--- config.mk ---
export PLATFORM = sky130hd
export DESIGN_NAME = stream_sink_acc
export DESIGN_NICKNAME = d
export VERILOG_FILES = /design/src/rtl/stream_sink_acc_pkg.sv /design/src/rtl/stream_sink_acc_ready_throttle.sv /design/src/rtl/stream_sink_acc.sv
export SDC_FILE = /design/constraint.sdc
export NUM_CORES = 1
export LEC_CHECK = 0
export ABC_CLOCK_PERIOD_IN_PS = 5800
export CAP_MARGIN = 20
export CORE_MARGIN = 1
export CORE_UTILIZATION = 40
export DETAILED_ROUTE_END_ITERATION = 16
export RECOVER_POWER = 25
export SYNTH_ARGS = -nofsm -noshare
export SYNTH_HDL_FRONTEND = slang
export SYNTH_HIERARCHICAL = 1
export SYNTH_SLANG_ARGS = --single-unit
--- constraint.sdc ---
create_clock -name clk -period 5.8 [get_ports clk]
set_clock_uncertainty 0.05 [all_clocks]
set_input_delay 1.16 -clock clk [delete_from_list [all_inputs] [get_ports clk]]
set_output_delay 1.16 -clock clk [all_outputs]
set_load 0.005 [all_outputs]
--- src/rtl/stream_sink_acc_pkg.sv ---
// Shared stream definitions: FSM state encodings and sum-width derivation.
// Used by stream_sink_acc and any pipeline top that consumes its sum_out.
package stream_sink_acc_pkg;

    // Sink FSM state encodings
    localparam logic STATE_COLLECT = 1'b0;
    localparam logic STATE_EMIT    = 1'b1;

    // Width that holds PACKET_LEN * (2^DATA_SIZE - 1) without overflow
    function automatic int unsigned sum_width(input int unsigned data_size,
                                              input int unsigned packet_len);
        return data_size + int'($clog2(packet_len));
    endfunction

endpackage

--- src/rtl/stream_sink_acc_ready_throttle.sv ---
// ready_throttle: free-running counter 0..THROTTLE_PERIOD-1 whose last count
// requests a one-cycle ready deassertion when throttling is enabled.
//   clk         : clock, rising edge
//   reset       : synchronous active-high reset
//   throttle_en : enables the periodic hold-off
//   hold_off    : high in the last count of each period while throttle_en
module ready_throttle #(
    parameter int unsigned THROTTLE_PERIOD = 4
) (
    input  logic clk,
    input  logic reset,
    input  logic throttle_en,
    output logic hold_off
);

    localparam int unsigned CW = (THROTTLE_PERIOD > 1) ? $clog2(THROTTLE_PERIOD) : 1;
    localparam logic [CW-1:0] THR_LAST = CW'(THROTTLE_PERIOD - 1);

    logic [CW-1:0] thr_cnt_q;
    logic [CW-1:0] thr_cnt_d;

    // Counter wraps independently of throttle_en and of the sink FSM
    always_comb begin
        thr_cnt_d = thr_cnt_q + CW'(1);
        if (thr_cnt_q == THR_LAST) begin
            thr_cnt_d = '0;
        end
    end

    always_ff @(posedge clk) begin
        if (reset) begin
            thr_cnt_q <= '0;
        end else begin
            thr_cnt_q <= thr_cnt_d;
        end
    end

    assign hold_off = throttle_en && (thr_cnt_q == THR_LAST);

endmodule

--- src/rtl/stream_sink_acc.sv ---
// stream_sink_acc: stream sink that sums fixed-length packets of words.
//   clk          : clock, rising edge
//   reset        : synchronous active-high reset
//   data_in      : stream word from the upstream FIFO
//   valid_in     : data_in holds a valid word
//   ready_out    : sink can accept a word (decode of registered state only)
//   throttle_en  : enables periodic ready_out deassertion
//   sum_out      : sum of the last completed packet, held until the next one
//   sum_valid    : one-cycle pulse when sum_out is new
//   packet_count : completed packets, wraps at 16 bits
module stream_sink_acc
    import stream_sink_acc_pkg::*;
#(
    parameter  int unsigned DATA_SIZE       = 8,
    parameter  int unsigned PACKET_LEN      = 4,
    parameter  int unsigned THROTTLE_PERIOD = 4,
    localparam int unsigned SUM_W           = sum_width(DATA_SIZE, PACKET_LEN)
) (
    input  logic                 clk,
    input  logic                 reset,
    input  logic [DATA_SIZE-1:0] data_in,
    input  logic                 valid_in,
    output logic                 ready_out,
    input  logic                 throttle_en,
    output logic [SUM_W-1:0]     sum_out,
    output logic                 sum_valid,
    output logic [15:0]          packet_count
);

    localparam int unsigned CNT_W = $clog2(PACKET_LEN);
    localparam logic [CNT_W-1:0] LAST_WORD = CNT_W'(PACKET_LEN - 1);

    logic             state_q,        state_d;
    logic [SUM_W-1:0] acc_q,          acc_d;
    logic [CNT_W-1:0] word_cnt_q,     word_cnt_d;
    logic [SUM_W-1:0] sum_q,          sum_d;
    logic [15:0]      packet_count_q, packet_count_d;

    logic hold_off;
    logic transfer_c;
    logic [SUM_W-1:0] acc_plus_c;

    ready_throttle #(
        .THROTTLE_PERIOD (THROTTLE_PERIOD)
    ) u_ready_throttle (
        .clk         (clk),
        .reset       (reset),
        .throttle_en (throttle_en),
        .hold_off    (hold_off)
    );

    assign ready_out  = (state_q == STATE_COLLECT) && !hold_off;
    assign transfer_c = valid_in && ready_out;
    assign acc_plus_c = acc_q + SUM_W'(data_in);

    // Next-state: accumulate in COLLECT, publish on the last word, clear after EMIT
    always_comb begin
        state_d        = state_q;
        acc_d          = acc_q;
        word_cnt_d     = word_cnt_q;
        sum_d          = sum_q;
        packet_count_d = packet_count_q;
        case (state_q)
            STATE_COLLECT: begin
                if (transfer_c) begin
                    acc_d      = acc_plus_c;
                    word_cnt_d = word_cnt_q + CNT_W'(1);
                    if (word_cnt_q == LAST_WORD) begin
                        state_d        = STATE_EMIT;
                        sum_d          = acc_plus_c;
                        packet_count_d = packet_count_q + 16'd1;
                    end
                end
            end
            default: begin
                state_d    = STATE_COLLECT;
                acc_d      = '0;
                word_cnt_d = '0;
            end
        endcase
    end

    always_ff @(posedge clk) begin
        if (reset) begin
            state_q        <= STATE_COLLECT;
            acc_q          <= '0;
            word_cnt_q     <= '0;
            sum_q          <= '0;
            packet_count_q <= '0;
        end else begin
            state_q        <= state_d;
            acc_q          <= acc_d;
            word_cnt_q     <= word_cnt_d;
            sum_q          <= sum_d;
            packet_count_q <= packet_count_d;
        end
    end

    assign sum_out      = sum_q;
    assign sum_valid    = (state_q == STATE_EMIT);
    assign packet_count = packet_count_q;

endmodule
==> impl_results.rst, run 1 <==
.. list-table::
   :header-rows: 1

   * - Metric
     - Value
   * - Status
     - complete, no violations
   * - Top Usage Layer GRT
     - met2
   * - Total of endpoints with negative setup slack in the final report
     - 0
   * - DRT Pass-1 Iters
     - 4
   * - Transition time of the tightest slew-check pin
     - 707 ps
   * - Total of max-cap violations
     - 0
   * - Multiplexer fraction of the synthesized cell area
     - 0%
   * - Synthesized-area fraction occupied by and/or/nand/nor cells
     - a little under a quarter
   * - Post-synthesis async set-or-reset flop share
     - 0%
   * - Sequential-to-total area share from yosys stat
     - between 40% and 50%
   * - CTS max path bufs
     - 2
   * - Ranking of synthesized cells by instance count
     - dfxtp_1, nand2_1, nor2_1
   * - Core Util, Final
     - a little over half
   * - Cell-by-cell listing of the critical path
     - clkdlybuf4s50_1 -> and2_0 -> nor2_1 -> clkdlybuf4s50_1
   * - Nets@finish
     - between 200 and 300
   * - Number of vias after detailed routing
     - about 1700
   * - Clock tree root driver cell
     - clkbuf_8
   * - Required arrival time at the worst endpoint
     - roughly 4600 ps
   * - Delay of the slowest cell on the worst path
     - 520 ps
   * - Sum of overflow across all layers after global routing
     - 0
   * - Global Route Usage Sum
     - about 17%
   * - Post-CTS resize count
     - 0
   * - Ratio of total power to cell area
     - between 200 and 300 nW/µm²
   * - Data arrival time of the critical path
     - ~2500 ps
   * - DRT iter0 DRCs
     - 68
   * - Fill cells
     - around 440
   * - Count of buffer and inverter cells on the critical path
     - 2
   * - Flops & latches, synth
     - 41
   * - Share of the synthesized area in compound gates (AO/OA/AOI/OAI)
     - approximately 15%
   * - Routability congestion estimate
     - between 0.8 and 0.9
   * - Number of warning messages in the yosys log
     - 6
   * - Worst vdd rail ir drop
     - approximately 0.00012 V
   * - Setup fix buffers added after clock tree synthesis
     - 0
   * - RSZ-0062 raised after global routing
     - false
   * - Kind of launch point of the worst setup path
     - primary input
   * - Buffers on Ports
     - 39
   * - Via count of the first global-routing pass
     - between 1000 and 1500
   * - Area Growth Syn to Fin
     - 27.0%
   * - Effective utilization at floorplan
     - a little over two fifths
   * - Met3 layer usage reported by global route
     - between 4 and 5%
   * - Top cells by area in the synthesized netlist
     - dfxtp_1, xor2_1, ha_1, nand2_1, nor2_1
   * - Top delay family on crit path
     - buffers and inverters
   * - Highest-delay cell along the critical path
     - clkdlybuf4s50_1
   * - First-pass GRT wire length
     - ~6900 µm
   * - Number of synthesized flops with an enable pin
     - 0
   * - Post-detailed-route count of antenna-violating nets
     - 0
   * - Setup TNS
     - 0 ps
   * - Number of buffers inserted during clock tree synthesis
     - 5
   * - Min Hold Slack
     - 382 ps
   * - Chip height
     - between 70 and 80 µm
   * - Clock latency on the worst-skew pair
     - 300 ps
   * - Antenna violations before repair
     - 0
   * - # IOs
     - 40
   * - Final Hold Fails
     - 0
   * - Met1 Use GR
     - roughly a quarter
   * - HPWL after detailed placement
     - 3030 µm
   * - Static Leakage
     - 1.00 nW
   * - Synthesized netlist net count
     - 252
   * - CTS tree
     - yes
   * - Largest family of logic cells by synthesized area
     - simple AND/OR/NAND/NOR gates
   * - Worst setup path class
     - in -> out
   * - Post-synth design cell area
     - 2010 µm²
   * - Kind of capture point of the worst setup path
     - output pin
   * - Post-layout minimum cycle time
     - ~3700 ps
   * - DIE AREA
     - about 5300 µm²
   * - Chip Width
     - 72.9 µm
   * - Count of pins over their slew limit
     - 0
   * - Met2 global-route usage
     - 25.4%
   * - Hold_buf cts
     - 0
   * - Synth area leader
     - dfxtp_1
   * - Synthesized-area fraction occupied by xor and xnor cells
     - roughly 10%
   * - Number of levels the H-tree was split into
     - 2
   * - Syn_area_per_cell
     - 8.83 µm²
   * - Top FF cell, synth
     - dfxtp_1
   * - Biggest fanout along the worst timing path
     - 3
   * - Routed wire length
     - 4200 µm
   * - Post-Synth Adder-Cell Area
     - about 7.8%
   * - Achievable Freq
     - roughly 270 MHz
   * - Largest net degree at the start of global routing
     - 27
   * - Clk sink count
     - between 40 and 50
   * - Site row count
     - 25
   * - Fraction of layout instances using a drive strength above 1
     - 6.04%
   * - Unique masters post-synth
     - 41
   * - Register clock-pin slew on the reported worst setup and hold paths
     - 70 ps
   * - Core Box Area
     - between 4000 and 5000 µm²
   * - Number of cells produced by synthesis
     - 228
   * - Final critical-path share of the clock period
     - a little under two thirds
   * - Routed wirelength normalized by instance count
     - ~13 µm
   * - # DRC
     - 0
   * - Most frequent cell after synthesis
     - dfxtp_1
   * - Type of the most critical hold path
     - reg -> reg
   * - Cell seen most often among critical-path stages
     - clkdlybuf4s50_1
   * - Fraction of synthesized cell area taken by the top area cell type
     - between 40 and 50%
   * - Number of vias per cell after detailed routing
     - 5.03
   * - Total Power
     - about 650 µW
   * - # diodes
     - 0
   * - Max-Slew Margin vs Limit
     - 52.9%
==> power by group <==
| group | internal [mW] | switching [mW] |
|---|---|---|
| clock network | 0.140 | 0.0966 |
| registers | 0.294 | 0.00815 |
| logic | 0.0468 | 0.0604 |
| total | 0.481 | 0.165 |
==> cell usage in the layout, fill, tap and decap left out, types with 3 or more instances in the layout <==
cell / instances
dfxtp_1: 41
nand2_1: 28
nor2_1: 26
clkdlybuf4s50_1: 26
xor2_1: 19
a21oi_1: 14
nand3_1: 13
dlygate4sd3_1: 13
ha_1: 11
o21ai_0: 9
inv_1: 6
clkbuf_8: 6
xnor2_1: 4
a211oi_1: 4
and3_1: 4
and4_1: 3
nor3b_1: 3
nand4_1: 3
==> flip-flops by register name, indices dropped and copies added, names as in the netlist <==
signal,flops
acc_q,10
packet_count,16
sum_out,10
sum_valid,1
u_ready_throttle/thr_cnt_q,2
word_cnt_q,2
==> layout make-up <==
cell class	instances	area (µm²)	area share (%)
clock buffers	7	86.3	3.38
inverters	6	22.5	0.881
clock inverters	1	30.0	1.17
repair buffers	40	398	15.6
multi-input cells	170	1110	43.6
flip-flops and latches	41	821	32.1
well taps	67	83.8	3.28
==> worst register-to-register path, stage by stage, from the launching register on <==
cell and delay, ps:
dfxtp_1 320, ha_1 230, and2_0 220, and4bb_1 640
and4_1 440, nand4_1 150, xor2_1 150, nor2_1 50
==> kinds of logic (layout without fill, tap and decap cells) <==
logic type / Yosys count / in the layout
fa+ha+maj: 12 / 12
buf+inv: 17 / 54
compound gates: 44 / 44
xor+xnor: 23 / 23
simple gates: 91 / 91
flops: 41 / 41
==> per-stage QoR <==
| step | cells | instance area, µm² | worst slack (ps) |
|---|---|---|---|
| 3_5_place_dp | 324 | 2440 | 2160 |
| 2_1_floorplan | 228 | 2010 | 3020 |
| 6_report | 332 | 2560 | 2110 |
| 4_1_cts | 332 | 2560 | 2140 |
| 5_1_grt | 332 | 2560 | 2040 |
| 3_3_place_gp | 324 | 2440 | 2140 |
==> routing by layer <==
| layer | up-vias | wire length [µm] |
|---|---|---|
| met1 | 765 | 2150 |
| met3 | 8 | 174 |
| li1 | 858 | - |
| met4 | 0 | 66 |
| met5 | - | 0 |
| met2 | 39 | 1810 |
==> path summary, 6_finish.rpt <==
kind / startpoint / to / slack, ps / cells past startpoint
worst max-delay path: throttle_en / ready_out / 2110 / 4
worst min-delay path: u_ready_throttle/thr_cnt_q[0]$_SDFF_PP0_ / u_ready_throttle/thr_cnt_q[0]$_SDFF_PP0_ / 380 / 1
worst max register to register: u_ready_throttle/thr_cnt_q[0]$_SDFF_PP0_ / packet_count[11]$_SDFFE_PP0P_ / 3440 / 7
worst min register to register: u_ready_throttle/thr_cnt_q[0]$_SDFF_PP0_ / u_ready_throttle/thr_cnt_q[0]$_SDFF_PP0_ / 380 / 1
No activity file was read; power rests on OpenSTA's default activity.
==> run 2, diff against run 1 <==
--- a/config.mk
+++ b/config.mk
@@ -5,11 +5,12 @@
 export SDC_FILE = /design/constraint.sdc
 export NUM_CORES = 1
 export LEC_CHECK = 0
-export ABC_CLOCK_PERIOD_IN_PS = 5800
+export ABC_CLOCK_PERIOD_IN_PS = 3300
 export CAP_MARGIN = 20
 export CORE_MARGIN = 1
 export CORE_UTILIZATION = 40
 export DETAILED_ROUTE_END_ITERATION = 16
+export PLACE_DENSITY = 0.67
 export RECOVER_POWER = 25
 export SYNTH_ARGS = -nofsm -noshare
 export SYNTH_HDL_FRONTEND = slang
==> constraint.sdc (replaced) <==
create_clock -name clk -period 3.3 [get_ports clk]
set_clock_uncertainty 0.05 [all_clocks]
set_input_delay 0.66 -clock clk [delete_from_list [all_inputs] [get_ports clk]]
set_output_delay 0.66 -clock clk [all_outputs]
set_load 0.005 [all_outputs]
==> run 2 against run 1 <==
Effect of this change:
- design area is 0.59% lower
- clock power is 47% higher
- largest power group unchanged
- wire length fell by 2.8%
- first-iteration DRC count increased by 44%
- critical path depth unchanged
- sequential cell count stayed put
- total power rose by 65%
- non-clock buffer count grew 1
- count of clock-buffer cells in the layout fell by 1
- die area unchanged
- global-route usage fell by 0.40 points
==> impl_results.rst, run 2 (synthesis gave the netlist of run 1 again) <==
.. list-table::
   :header-rows: 1

   * - Metric
     - Value
   * - # diodes
     - 0 (unchanged)
   * - DRT Pass-1 Iters
     - 4 (unchanged)
   * - Type of the most critical hold path
     - reg -> reg
   * - # IOs
     - 40 (unchanged)
   * - Fill cells
     - 458 (+3.2%)
   * - Max-Slew Margin vs Limit
     - 30.9% (-22 points)
   * - Post-layout minimum cycle time
     - around 2700 ps
   * - Worst vdd rail ir drop
     - 0.000195 V (+67%)
   * - Nets@finish
     - 289 (+0.35%)
   * - Site row count
     - 25 (unchanged)
   * - Area Growth Syn to Fin
     - 26.2%
   * - Area of the multi-input gates
     - 1120 µm² (+0.45%)
   * - Chip height
     - 72.9 µm (unchanged)
   * - DIE AREA
     - 5320 µm² (unchanged)
   * - Routed wire length
     - 4080 µm (-2.8%)
   * - # DRC
     - 0 (unchanged)
   * - Data arrival time of the critical path
     - 1950 ps (-530 ps)
   * - Largest net degree at the start of global routing
     - 25 (-7.4%)
   * - Effective utilization at floorplan
     - 42.1% (unchanged)
   * - Status
     - complete, no violations
   * - Number of buffers inserted during clock tree synthesis
     - 5 (unchanged)
   * - Total of endpoints with negative setup slack in the final report
     - 0 (unchanged)
   * - Achievable Freq
     - about 380 MHz
   * - First-pass GRT wire length
     - 6810 µm (-1.5%)
   * - DRT iter0 DRCs
     - 98 (+44%)
   * - Core Box Area
     - 4790 µm² (unchanged)
   * - Number of vias per cell after detailed routing
     - 4.96 (-1.3%)
   * - Required arrival time at the worst endpoint
     - 2590 ps (-2000 ps)
   * - Ratio of total power to cell area
     - 420 nW/µm² (+66%)
   * - Clk sink count
     - 41 (unchanged)
   * - Clock share of power
     - 32.6% (-4.1 points)
   * - Final critical-path share of the clock period
     - about four fifths
   * - Sw Pwr
     - 298 µW (+80%)
   * - Reg area
     - 821 µm² (unchanged)
   * - Count of non-filler cells in the finished layout
     - 333 (+0.30%)
   * - Hold_buf cts
     - 0 (unchanged)
   * - Instance count after placement with tap cells included
     - 325 (+0.31%)
   * - Worst setup path class
     - in -> out
   * - Sw Share
     - 27.9% (+2.4 points)
   * - Clock latency on the worst-skew pair
     - 290 ps (about the same)
   * - Most frequent cells in the layout
     - dfxtp_1, nand2_1, clkdlybuf4s50_1, nor2_1, xor2_1
   * - Min Hold Slack
     - 387 ps (+4.45 ps)
   * - Total of max-cap violations
     - 0 (unchanged)
   * - CTS tree
     - yes
   * - Clock tree root driver cell
     - clkbuf_8
   * - HPWL after detailed placement
     - 2960 µm (-2.0%)
   * - Kind of capture point of the worst setup path
     - output pin
   * - Post-CTS resize count
     - 0 (unchanged)
   * - Final Hold Fails
     - 0 (unchanged)
   * - Setup TNS
     - 0 ps (unchanged)
   * - Count of pins over their slew limit
     - 0 (unchanged)
   * - Global Route Usage Sum
     - 16.6% (-0.40 points)
   * - Via count of the first global-routing pass
     - 1462 (-0.48%)
   * - CTS max path bufs
     - 2 (unchanged)
   * - Most common cell after layout, fill and taps aside
     - dfxtp_1
   * - Largest register FFs
     - 16 (unchanged)
   * - Kind of launch point of the worst setup path
     - primary input
   * - Reg power frac
     - 49.7% (+2.9 points)
   * - Routed wirelength normalized by instance count
     - 12.3 µm (-3.1%)
   * - Fraction of layout instances using a drive strength above 1
     - 6.77% (+0.73 points)
   * - Number of vias after detailed routing
     - 1653 (-1.0%)
   * - Cell area after placement
     - 2450 µm² (+0.31%)
   * - Internal Power
     - 769 µW (+60%)
   * - Routability congestion estimate
     - 0.882 (+8.8%)
   * - Number of levels the H-tree was split into
     - 2 (unchanged)
   * - Chip Width
     - 72.9 µm (unchanged)
   * - Setup fix buffers added after clock tree synthesis
     - 0 (unchanged)
   * - Biggest fanout along the worst timing path
     - 3 (unchanged)
   * - Combinational share of power
     - 17.7% (+1.1 points)
   * - Static Leakage
     - 0.992 nW (-0.89%)
   * - Antenna violations before repair
     - 0 (unchanged)
   * - Reg2Reg Setup Slack
     - 900 ps (-2540 ps)
   * - Cell area after layout
     - 2540 µm² (-0.59%)
   * - Transition time of the tightest slew-check pin
     - 1040 ps (+329 ps)
   * - RSZ-0062 raised after global routing
     - false
   * - Buffers on Ports
     - 39 (unchanged)
   * - Sum of overflow across all layers after global routing
     - 0 (unchanged)
   * - Post-detailed-route count of antenna-violating nets
     - 0 (unchanged)
   * - Register clock-pin slew on the reported worst setup and hold paths
     - 80 ps (about the same)
   * - Core Util, Final
     - 53.1% (-0.31 points)
run 2: area by class of cell:
class | count | area share, %
well taps | 67 | 3.30
multi-input cells | 170 | 44.1
clock inverters | 2 | 0.542
flip-flops and latches | 41 | 32.3
inverters | 6 | 0.886
repair buffers | 41 | 15.7
clock buffers | 6 | 3.25
run 2: stage by stage:
step	setup slack (ps)	power, mW
floorplan	1020	0.679
global route	484	1.12
detailed placement	398	0.733
finish	643	1.07
global placement	439	0.730
CTS	668	1.08
run 2: layer usage:
metal | up-vias | global-route usage [%] | wire length [µm]
met5 | - | 0 | 0
met4 | 0 | 4.58 | 64
met3 | 7 | 4.56 | 161
met2 | 34 | 24.8 | 1750
met1 | 746 | 23.5 | 2100
li1 | 866 | - | -
run 2: final timing paths:
path / depth (start not counted) / from / end
hold / removal: 1 / u_ready_throttle/thr_cnt_q[0]$_SDFF_PP0_ / u_ready_throttle/thr_cnt_q[0]$_SDFF_PP0_
setup / recovery: 4 / throttle_en / ready_out
hold reg to reg: 1 / u_ready_throttle/thr_cnt_q[0]$_SDFF_PP0_ / u_ready_throttle/thr_cnt_q[0]$_SDFF_PP0_
setup reg to reg: 7 / u_ready_throttle/thr_cnt_q[0]$_SDFF_PP0_ / sum_out[6]$_SDFFE_PP0P_
run 2: power groups by stage:
stage / clock network [mW] / logic, mW / registers (mW)
2_1_floorplan: 0 / 0.140 / 0.539
3_3_place_gp: 0 / 0.189 / 0.542
3_5_place_dp: 0 / 0.190 / 0.542
4_1_cts: 0.356 / 0.192 / 0.531
5_1_grt: 0.379 / 0.213 / 0.533
6_report: 0.348 / 0.189 / 0.530
run 2: critical path, stage by stage:
cell and delay [ps]:
clkdlybuf4s50_1 400, and2_0 220, nor2_1 150, clkdlybuf4s50_1 520
